**src/rtl/DataTypes_pkg.sv**
```systemverilog
// Shared datapath types for the immediate generator.
// Immediate select encoding and skid buffer states.
package DataTypes_pkg;

  localparam int XLEN_DEFAULT = 32;

  typedef enum logic [3:0] {
    IMM_TypeI  = 4'd0,
    IMM_TypeIu = 4'd1,
    IMM_TypeS  = 4'd2,
    IMM_TypeB  = 4'd3,
    IMM_TypeBu = 4'd4,
    IMM_TypeU  = 4'd5,
    IMM_TypeJ  = 4'd6,
    IMM_TypeZ  = 4'd7,
    IMM_TypeSh = 4'd8
  } IMM_t;

  typedef enum logic [1:0] {
    SK_EMPTY = 2'd0,
    SK_ONE   = 2'd1,
    SK_TWO   = 2'd2
  } skid_st_t;

endpackage

```
**src/rtl/imm_extend_pipe_comb.sv**
```systemverilog
// Pure field select and extension of an RV immediate.
// Unknown selects yield zero with err raised.
module imm_extend_comb
  import DataTypes_pkg::*;
#(
  parameter int XLEN = XLEN_DEFAULT
) (
  input  logic [31:0]     instr,
  input  IMM_t            src,
  output logic [XLEN-1:0] imm,
  output logic            err
);

  localparam int SH_W = (XLEN == 64) ? 6 : 5;

  logic s;
  logic signed [XLEN-1:0] u_ext;
  logic unused;

  assign s      = instr[31];
  assign u_ext  = $signed({instr[31:12], 12'b0});
  assign unused = ^instr[6:0];

  // Decode the select into one extended immediate.
  always_comb begin
    imm = '0;
    err = 1'b0;
    unique case (1'b1)
      (src == IMM_TypeI):
        imm = {{(XLEN-12){s}}, instr[31:20]};
      (src == IMM_TypeIu):
        imm = {{(XLEN-12){1'b0}}, instr[31:20]};
      (src == IMM_TypeS):
        imm = {{(XLEN-12){s}}, instr[31:25],
               instr[11:7]};
      (src == IMM_TypeB):
        imm = {{(XLEN-13){s}}, s, instr[7],
               instr[30:25], instr[11:8], 1'b0};
      (src == IMM_TypeBu):
        imm = {{(XLEN-13){1'b0}}, s, instr[7],
               instr[30:25], instr[11:8], 1'b0};
      (src == IMM_TypeU):
        imm = u_ext;
      (src == IMM_TypeJ):
        imm = {{(XLEN-21){s}}, s, instr[19:12],
               instr[20], instr[30:21], 1'b0};
      (src == IMM_TypeZ):
        imm = {{(XLEN-5){1'b0}}, instr[19:15]};
      (src == IMM_TypeSh):
        imm = {{(XLEN-SH_W){1'b0}},
               instr[20+SH_W-1:20]};
      default: begin
        imm = '0;
        err = 1'b1;
      end
    endcase
  end

endmodule

```
**src/rtl/imm_extend_pipe.sv**
```systemverilog
// Registered immediate generator with valid/ready handshake.
// SKID=1 adds a second entry so in_ready is a flop.
module imm_extend_pipe
  import DataTypes_pkg::*;
#(
  parameter int XLEN  = XLEN_DEFAULT,
  parameter int TAG_W = 4,
  parameter int SKID  = 1
) (
  input  logic             clk,
  input  logic             rst,
  input  logic             in_valid,
  output logic             in_ready,
  input  logic [31:0]      in_instr,
  input  IMM_t             in_imm_src,
  input  logic [TAG_W-1:0] in_tag,
  output logic             out_valid,
  input  logic             out_ready,
  output logic [XLEN-1:0]  out_imm,
  output logic [TAG_W-1:0] out_tag,
  output logic             out_err
);

  logic [XLEN-1:0] imm_c;
  logic            err_c;
  logic            in_x;
  logic            out_x;

  imm_extend_comb #(.XLEN(XLEN)) u_comb (
    .instr (in_instr),
    .src   (in_imm_src),
    .imm   (imm_c),
    .err   (err_c)
  );

  assign in_x  = in_valid & in_ready;
  assign out_x = out_valid & out_ready;

  if (SKID != 0) begin : g_skid
    skid_st_t        st;
    logic            rdy_q;
    logic [XLEN-1:0] s_imm;
    logic [TAG_W-1:0] s_tag;
    logic            s_err;

    assign in_ready = rdy_q;

    // Two-entry FIFO: out reg is the head, skid is the tail.
    always_ff @(posedge clk) begin
      if (rst) begin
        st        <= SK_EMPTY;
        rdy_q     <= 1'b0;
        out_valid <= 1'b0;
        out_imm   <= '0;
        out_tag   <= '0;
        out_err   <= 1'b0;
        s_imm     <= '0;
        s_tag     <= '0;
        s_err     <= 1'b0;
      end else begin
        rdy_q <= 1'b1;
        unique case (st)
          SK_EMPTY: begin
            if (in_x) begin
              out_imm   <= imm_c;
              out_tag   <= in_tag;
              out_err   <= err_c;
              out_valid <= 1'b1;
              st        <= SK_ONE;
            end
          end
          SK_ONE: begin
            if (in_x && !out_x) begin
              s_imm <= imm_c;
              s_tag <= in_tag;
              s_err <= err_c;
              st    <= SK_TWO;
              rdy_q <= 1'b0;
            end else if (out_x && !in_x) begin
              out_valid <= 1'b0;
              st        <= SK_EMPTY;
            end else if (in_x && out_x) begin
              out_imm <= imm_c;
              out_tag <= in_tag;
              out_err <= err_c;
            end
          end
          SK_TWO: begin
            if (out_x) begin
              out_imm <= s_imm;
              out_tag <= s_tag;
              out_err <= s_err;
              st      <= SK_ONE;
            end else begin
              rdy_q <= 1'b0;
            end
          end
          default: begin
            out_valid <= 1'b0;
            st        <= SK_EMPTY;
          end
        endcase
      end
    end
  end else begin : g_reg
    logic rdy_q;

    assign in_ready = rdy_q & (~out_valid | out_ready);

    // Single output register reloaded on every accept.
    always_ff @(posedge clk) begin
      if (rst) begin
        rdy_q     <= 1'b0;
        out_valid <= 1'b0;
        out_imm   <= '0;
        out_tag   <= '0;
        out_err   <= 1'b0;
      end else begin
        rdy_q <= 1'b1;
        if (in_x) begin
          out_imm   <= imm_c;
          out_tag   <= in_tag;
          out_err   <= err_c;
          out_valid <= 1'b1;
        end else if (out_x) begin
          out_valid <= 1'b0;
        end
      end
    end
  end

endmodule

```
**config.mk**
```make
export PLATFORM = sky130hd
export DESIGN_NAME = imm_extend_pipe
export DESIGN_NICKNAME = d
export VERILOG_FILES = /design/src/rtl/DataTypes_pkg.sv /design/src/rtl/imm_extend_pipe_comb.sv /design/src/rtl/imm_extend_pipe.sv
export SDC_FILE = /design/constraint.sdc
export NUM_CORES = 1
export LEC_CHECK = 0
export BUFFER_PORTS_ARGS = -buffer_cell sky130_fd_sc_hd__buf_2
export CELL_PAD_IN_SITES_DETAIL_PLACEMENT = 0
export CELL_PAD_IN_SITES_GLOBAL_PLACEMENT = 1
export CORE_MARGIN = 2
export CORE_UTILIZATION = 40
export CTS_CLUSTER_SIZE = 14
export DETAILED_ROUTE_END_ITERATION = 10
export PLACE_DENSITY_LB_ADDON = 0.1
export SLEW_MARGIN = 20
export SYNTH_ARGS = -nofsm -noshare
export SYNTH_HDL_FRONTEND = slang
export SYNTH_SLANG_ARGS = --single-unit
```
**constraint.sdc**
```tcl
create_clock -name clk -period 2.8 [get_ports clk]
set_clock_uncertainty 0.1 [all_clocks]
set_input_delay 0.42 -clock clk [delete_from_list [all_inputs] [get_ports clk]]
set_output_delay 0.42 -clock clk [all_outputs]
set_load 0.05 [all_outputs]
```
==> run_results.csv, run 1 <==
group,metric,value,unit
floorplan,core,9640,µm²
power,cellLeakagePower,0.00188,µW
grt,antenna_found_initial,0,
grt,grt_pass1_wl,18500,µm
timing,tightest_slew,0.799,ns
worst_setup_path,worst_path_max_delay_cell,"a2111oi_0",
power,sw_frac_of_total,42.3,%
floorplan,dieWidth,103,µm
timing,finalSetupTns,0,ns
drt,avgViaCountPerCell,5.68,
worst_setup_path,worstSetupPathType,"reg -> reg",
synth,synth_async_sr_flop_share,0,%
place,portBuffers,75,
synth,yosysWarnings,0,
power,p_per_area,897,nW/µm²
clock_tree,clk_latency,0.35,ns
timing,max_freq,447,MHz
worst_setup_path,start_kind,"flip-flop",
clock_tree,cts.path.max_buffers,2,
clock_tree,cts.sinks,78,
drt,dr.pass1.iters,4,
power,seq_power_share,33.7,%
place,place.gp.congestion,0.825,
timing,relSlewSlack,46.8,%
finish,final_cell_mix,"78 x dfxtp_1, 75 x buf_2, 49 x nor2_1, 36 x a211oi_1, 31 x a21oi_1",
hold_path,min_path_cells,3,
floorplan,fp.dieH,103,µm
drt,wl_per_cell,17.6,µm
synth,syn-num-nets,509,
worst_setup_path,crit_top_cell,"nand2_1",
timing,period_needed,2.24,ns
grt,grt_max_degree,65,
timing,setup_slack,0.564,ns
drt,final_antenna_net_count,0,
synth,ys_types,53,
worst_setup_path,critPathMaxFanout,16,
synth,yosysSeqAreaShare,39.8,%
power,vdd_drop_max,0.000444,V
drt,top_layer,"met4",
drt,first_iter_violations,127,
hold_path,hp-class,"in -> reg",
clock_tree,cts_tree,"built",
synth,ys_ff_latch,78,
run_status,status,"complete, no violations",
timing,final-setup-viol-count,0,
timing,rsz0062_at_grt,"false",
power,comb_power_share,40.9,%
floorplan,start_util,40.7,%
floorplan,io_pins,83,
drt,totalWireLength,11500,µm
synth,synthCells,458,
power,clkPwrFrac,25.4,%
timing,min_period_over_period,79.9,%
drt,wl_met2,5270,µm
worst_setup_path,worst_path_dominant_cell_family,"simple AND/OR/NAND/NOR gates",
floorplan,dieArea,10600,µm²
synth,synth_edf_count,0,
worst_setup_path,worst_r2r_path_depth,6,
grt,grt_usage,22.4,%
worst_setup_path,arrival,2.37,ns
timing,drv_slew,0,
worst_setup_path,worstPathRequired,2.93,ns
finish,nets,564,
worst_setup_path,cp.depth,6,
drt,drc_errors,0,
floorplan,row_count,36,
drt,vias,3692,
job,maxCapViolations,0,
drt,dr_wl_met3,412,µm
synth,avgSynthCellArea,8.56,µm²
worst_setup_path,cp-end-kind,"flip-flop",
grt,overflow,0,
clock_tree,cts_buffers,9,
worst_setup_path,max_stage_delay,0.56,ns
clock_tree,htree_levels,3,
worst_setup_path,critPathBufInv,1,
finish,layout-drive-gt1-share,22.8,%
synth,synth_area,3920,µm²
finish,multi_input_area,2090,µm²
finish,num_antenna_cells,0,
worst_setup_path,cp_cell_sequence,"nand2_1 -> inv_1 -> ha_1 -> nand2_1 -> a2111oi_0 -> nor2_1",
place,post-place-ws,0.400,ns
finish,regArea,1560,µm²
finish,area_delta_synth_final,17.8,%
synth,ys.flop_type,"dfxtp_1",
power,p_int,2390,µW
timing,hold_viol,0,
clock_tree,cts_setup_buffers,0,
place,hpwl,7290,µm
finish,fill_cells,1026,
power,p_sw,1750,µW
finish,final_common_cell,"dfxtp_1",
clock_tree,cts_resized,0,
drt,met1Wirelength,5690,µm
clock_tree,cts.clk_slew.worst_paths,0.09,ns
clock_tree,clockRootBuffer,"clkbuf_8",
clock_tree,postCtsHoldBufs,0,
grt,grt_pass1_vias,3440,
[metal layers]
| metal | GRT usage (%) | vias to the layer above |
|---|---|---|
| met5 | 0 | - |
| met4 | 5.87 | 0 |
| met3 | 3.73 | 9 |
| met2 | 35.3 | 77 |
| met1 | 31.9 | 1757 |
| li1 | - | 1849 |
[kinds of logic (layout without fill, tap and decap cells)]
kind of cell    count (synthesis)  count (layout)  synth area share, %
compound gates                158             158                 31.1
fa+ha+maj                       7               7                 2.23
buf+inv                        61             120                 6.99
flops                          78              78                 39.8
mux                             5               5                 1.28
simple gates                  149             149                 18.6
[Yosys cell counts, drive strengths merged (2+ instances only)]
master	count	area, µm²
dfxtp	78	1560
nor2	50	190
a211oi	36	270
a21oi	31	155
nand2	30	120
clkbuf	29	109
nor3	22	126
buf	18	113
inv	14	52.6
nand3	14	70.1
a211o	11	96.3
a32o	11	110
nor4	11	68.8
o211ai	10	75.1
a311oi	9	78.8
a2111oi	8	70.1
o41ai	8	70.1
ha	7	87.6
a21boi	5	37.5
and2	5	31.3
mux2i	5	50.1
nand2b	5	31.3
o2111ai	5	43.8
o21ai	5	25.0
o32ai	5	43.8
a31oi	3	18.8
and3	2	12.5
nand3b	2	15.0
nor2b	2	12.5
o211a	2	20.0
o31ai	2	20.0
[worst paths after layout]
kind,slack [ns],end,from
worst min register to register,0.36,g_skid.s_tag[0],g_skid.s_tag[0]
worst max register to register,0.56,g_skid.s_imm[1],in_ready
worst max-delay path,0.56,g_skid.s_imm[1],in_ready
worst min-delay path,0.21,g_skid.s_tag[0],in_tag[0]
[power groups by stage]
stage,logic [µW],registers (µW),clock network [µW]
finish,1690,1400,1050
global placement,1680,1420,0
floorplan,839,1880,0
CTS,1700,1400,1070
detailed placement,1690,1430,0
global route,1830,1420,1120
[metrics by stage]
stage / instance area [µm²] / hold slack (ns) / power, µW / std cells / util (%)
after floorplan: 3920 / 0.336 / 2720 / 458 / -
after CTS: 4620 / 0.202 / 4170 / 650 / 47.9
final: 4620 / 0.205 / 4150 / 650 / 47.9
after global routing: 4620 / 0.211 / 4370 / 650 / 47.9
after detailed placement: 4380 / 0.348 / 3120 / 635 / 45.4
after global placement: 4380 / 0.341 / 3110 / 635 / 45.4
[sequential cells by signal, summed over array words and instances, names as in the netlist]
register and cells:
out_valid 1, g_skid.s_imm 32, in_ready 1, out_err 1
out_tag 4, out_imm 32, g_skid.st 2, g_skid.s_tag 4
g_skid.s_err 1
[worst min-delay path, delay by kind of cell]
family | cells | cell delay (ns)
and+or+nand+nor | 1 | 0.05
buffers and inverters | 1 | 0.10
AOI/OAI and AO/OA | 1 | 0.05
[cell type report]
type / count / area share, %
multi-input cells: 319 / 45.2
flip-flops and latches: 78 / 33.8
repair buffers: 91 / 11.0
well taps: 133 / 3.60
clock buffers: 10 / 2.98
clock inverters: 5 / 2.30
inverters: 14 / 1.14
(Power assumes the default switching activity.)
==> run 2, diff against run 1 <==
--- a/config.mk
+++ b/config.mk
@@ -9,7 +9,7 @@
 export CELL_PAD_IN_SITES_DETAIL_PLACEMENT = 0
 export CELL_PAD_IN_SITES_GLOBAL_PLACEMENT = 1
 export CORE_MARGIN = 2
-export CORE_UTILIZATION = 40
+export CORE_UTILIZATION = 37
 export CTS_CLUSTER_SIZE = 14
 export DETAILED_ROUTE_END_ITERATION = 10
 export PLACE_DENSITY_LB_ADDON = 0.1
==> constraint.sdc (replaced) <==
create_clock -name clk -period 2 [get_ports clk]
set_clock_uncertainty 0.1 [all_clocks]
set_input_delay 0.3 -clock clk [delete_from_list [all_inputs] [get_ports clk]]
set_output_delay 0.3 -clock clk [all_outputs]
set_load 0.05 [all_outputs]
==> run_results.csv, run 2 (same netlist as run 1, synthesis figures left out) <==
group,metric,value,unit
drt,dr.pass1.iters,5,
finish,fin_area,4990,µm²
grt,grt_usage,21.7,%
floorplan,fp.dieH,107,µm
worst_setup_path,start_kind,"flip-flop",
place,post-place-ws,-0.261,ns
grt,overflow,0,
timing,setup_slack,0.0832,ns
place,placed_area,4650,µm²
timing,min_period_over_period,95.8,%
drt,first_iter_violations,247,
drt,drc_errors,0,
worst_setup_path,critPathBufInv,3,
timing,hold_viol,0,
timing,period_needed,1.92,ns
finish,reg_top3,"g_skid.s_imm x32, out_imm x32",
finish,final_util,48.3,%
grt,grt_pass1_vias,3655,
worst_setup_path,worst_path_max_delay_cell,"dfxtp_4",
clock_tree,postCtsHoldBufs,0,
run_status,status,"complete, no violations",
timing,relSlewSlack,62.2,%
worst_setup_path,cp_cell_sequence,"nand2_4 -> inv_2 -> ha_1 -> buf_4 -> o31ai_4 -> buf_6 -> nand2_2 -> a32o_1",
timing,rsz0062_at_grt,"true",
clock_tree,htree_levels,3,
grt,grt_pass1_wl,19600,µm
power,p_per_area,1150,nW/µm²
floorplan,dieWidth,107,µm
finish,final_cell_mix,"75 x buf_2, 74 x dfxtp_1, 49 x nor2_1, 35 x a211oi_1, 33 x buf_4",
finish,area_delta_synth_final,27.3,%
job,maxCapViolations,0,
clock_tree,cts_tree,"built",
floorplan,dieArea,11400,µm²
drt,wl_per_cell,17.8,µm
power,vdd_drop_max,0.000476,V
worst_setup_path,worstPathRequired,2.14,ns
worst_setup_path,arrival,2.05,ns
worst_setup_path,max_stage_delay,0.35,ns
place,portBuffers,75,
floorplan,io_pins,83,
timing,finalSetupTns,0,ns
timing,tightest_slew,0.553,ns
timing,max_freq,522,MHz
worst_setup_path,worst_path_dominant_cell_family,"compound AO/OA/AOI/OAI gates",
worst_setup_path,critPathMaxFanout,9,
drt,totalWireLength,12200,µm
clock_tree,clockRootBuffer,"clkbuf_8",
drt,vias,3809,
place,hpwl,7860,µm
finish,nets,594,
grt,grt_max_degree,53,
clock_tree,cts_buffers,9,
finish,layout-drive-gt1-share,31.3,%
place,place.gp.congestion,0.754,
drt,final_antenna_net_count,0,
clock_tree,cts.path.max_buffers,2,
finish,final_common_cell,"buf_2",
floorplan,core,10300,µm²
grt,antenna_found_initial,0,
power,cellLeakagePower,0.00208,µW
clock_tree,cts.sinks,78,
floorplan,start_util,38.0,%
finish,num_antenna_cells,0,
hold_path,hp-class,"in -> reg",
timing,final-setup-viol-count,0,
clock_tree,cts.clk_slew.worst_paths,0.08,ns
worst_setup_path,worstSetupPathType,"reg -> reg",
clock_tree,clk_latency,0.35,ns
floorplan,row_count,37,
drt,avgViaCountPerCell,5.59,
timing,drv_slew,0,
worst_setup_path,cp-end-kind,"flip-flop",
## run 2: changes by cell type in the layout (fill, tap and decap cells not counted), moves of 3 or more
cell | previous run | this run
clkinv_2 | 0 | 4
buf_12 | 1 | 5
dfxtp_1 | 78 | 74
bufinv_16 | 3 | 0
buf_6 | 0 | 7
buf_4 | 15 | 33
nor4_1 | 11 | 5
nor4_2 | 0 | 6
o41ai_2 | 0 | 8
o41ai_1 | 8 | 0
## run 2: cell type report
cell class / count / area [µm²]
inverters: 14 / 52.6
clock buffers: 9 / 124
flip-flops and latches: 78 / 1570
clock inverters: 5 / 28.8
multi-input cells: 320 / 2240
well taps: 136 / 170
repair buffers: 120 / 802
fillers: 1055 / 5340
## run 2: where the power goes
| group | internal, µW | leakage [µW] | switching (µW) |
|---|---|---|---|
| Combinational | 892 | 0.00136 | 1860 |
| Clock | 431 | 0.0000845 | 583 |
| Sequential | 1830 | 0.000636 | 138 |
## run 2: worst paths after layout
kind	from	endpoint	slack [ns]	depth (start not counted)
setup / recovery	in_ready	out_imm[20]	0.08	8
hold / removal	in_tag[3]	g_skid.s_tag[3]	0.1	3
setup reg to reg	in_ready	out_imm[20]	0.08	8
hold reg to reg	g_skid.s_tag[0]	g_skid.s_tag[0]	0.36	2
## run 2: layer usage
layer | track usage (%) | up-vias | wire length [µm]
met1 | 31.0 | 1831 | 5790
li1 | - | 1906 | -
met2 | 33.9 | 70 | 5810
met5 | 0 | - | 0
met3 | 3.53 | 2 | 525
met4 | 5.57 | 0 | 37
## run 2: worst min-delay path: stages
cell	delay (ns)
buf_2	0.10
nand2_1	0.05
a21oi_1	0.05
## run 2: timing repair
item	in CTS	in global routing
cloned	1	0
hold endpoints to repair	0	0
buffers inserted	4	0
endpoints found under the setup margin	37	41
pin swaps	3	7
gates resized for setup	5	25
## run 2: through the flow
step	hold WS, ns	total power, µW	cells
after global placement	0.342	4510	664
after detailed placement	0.347	4530	664
after floorplan	0.336	3840	458
final	0.0988	5740	682
after global routing	0.102	6060	682
after CTS	0.0841	5670	683
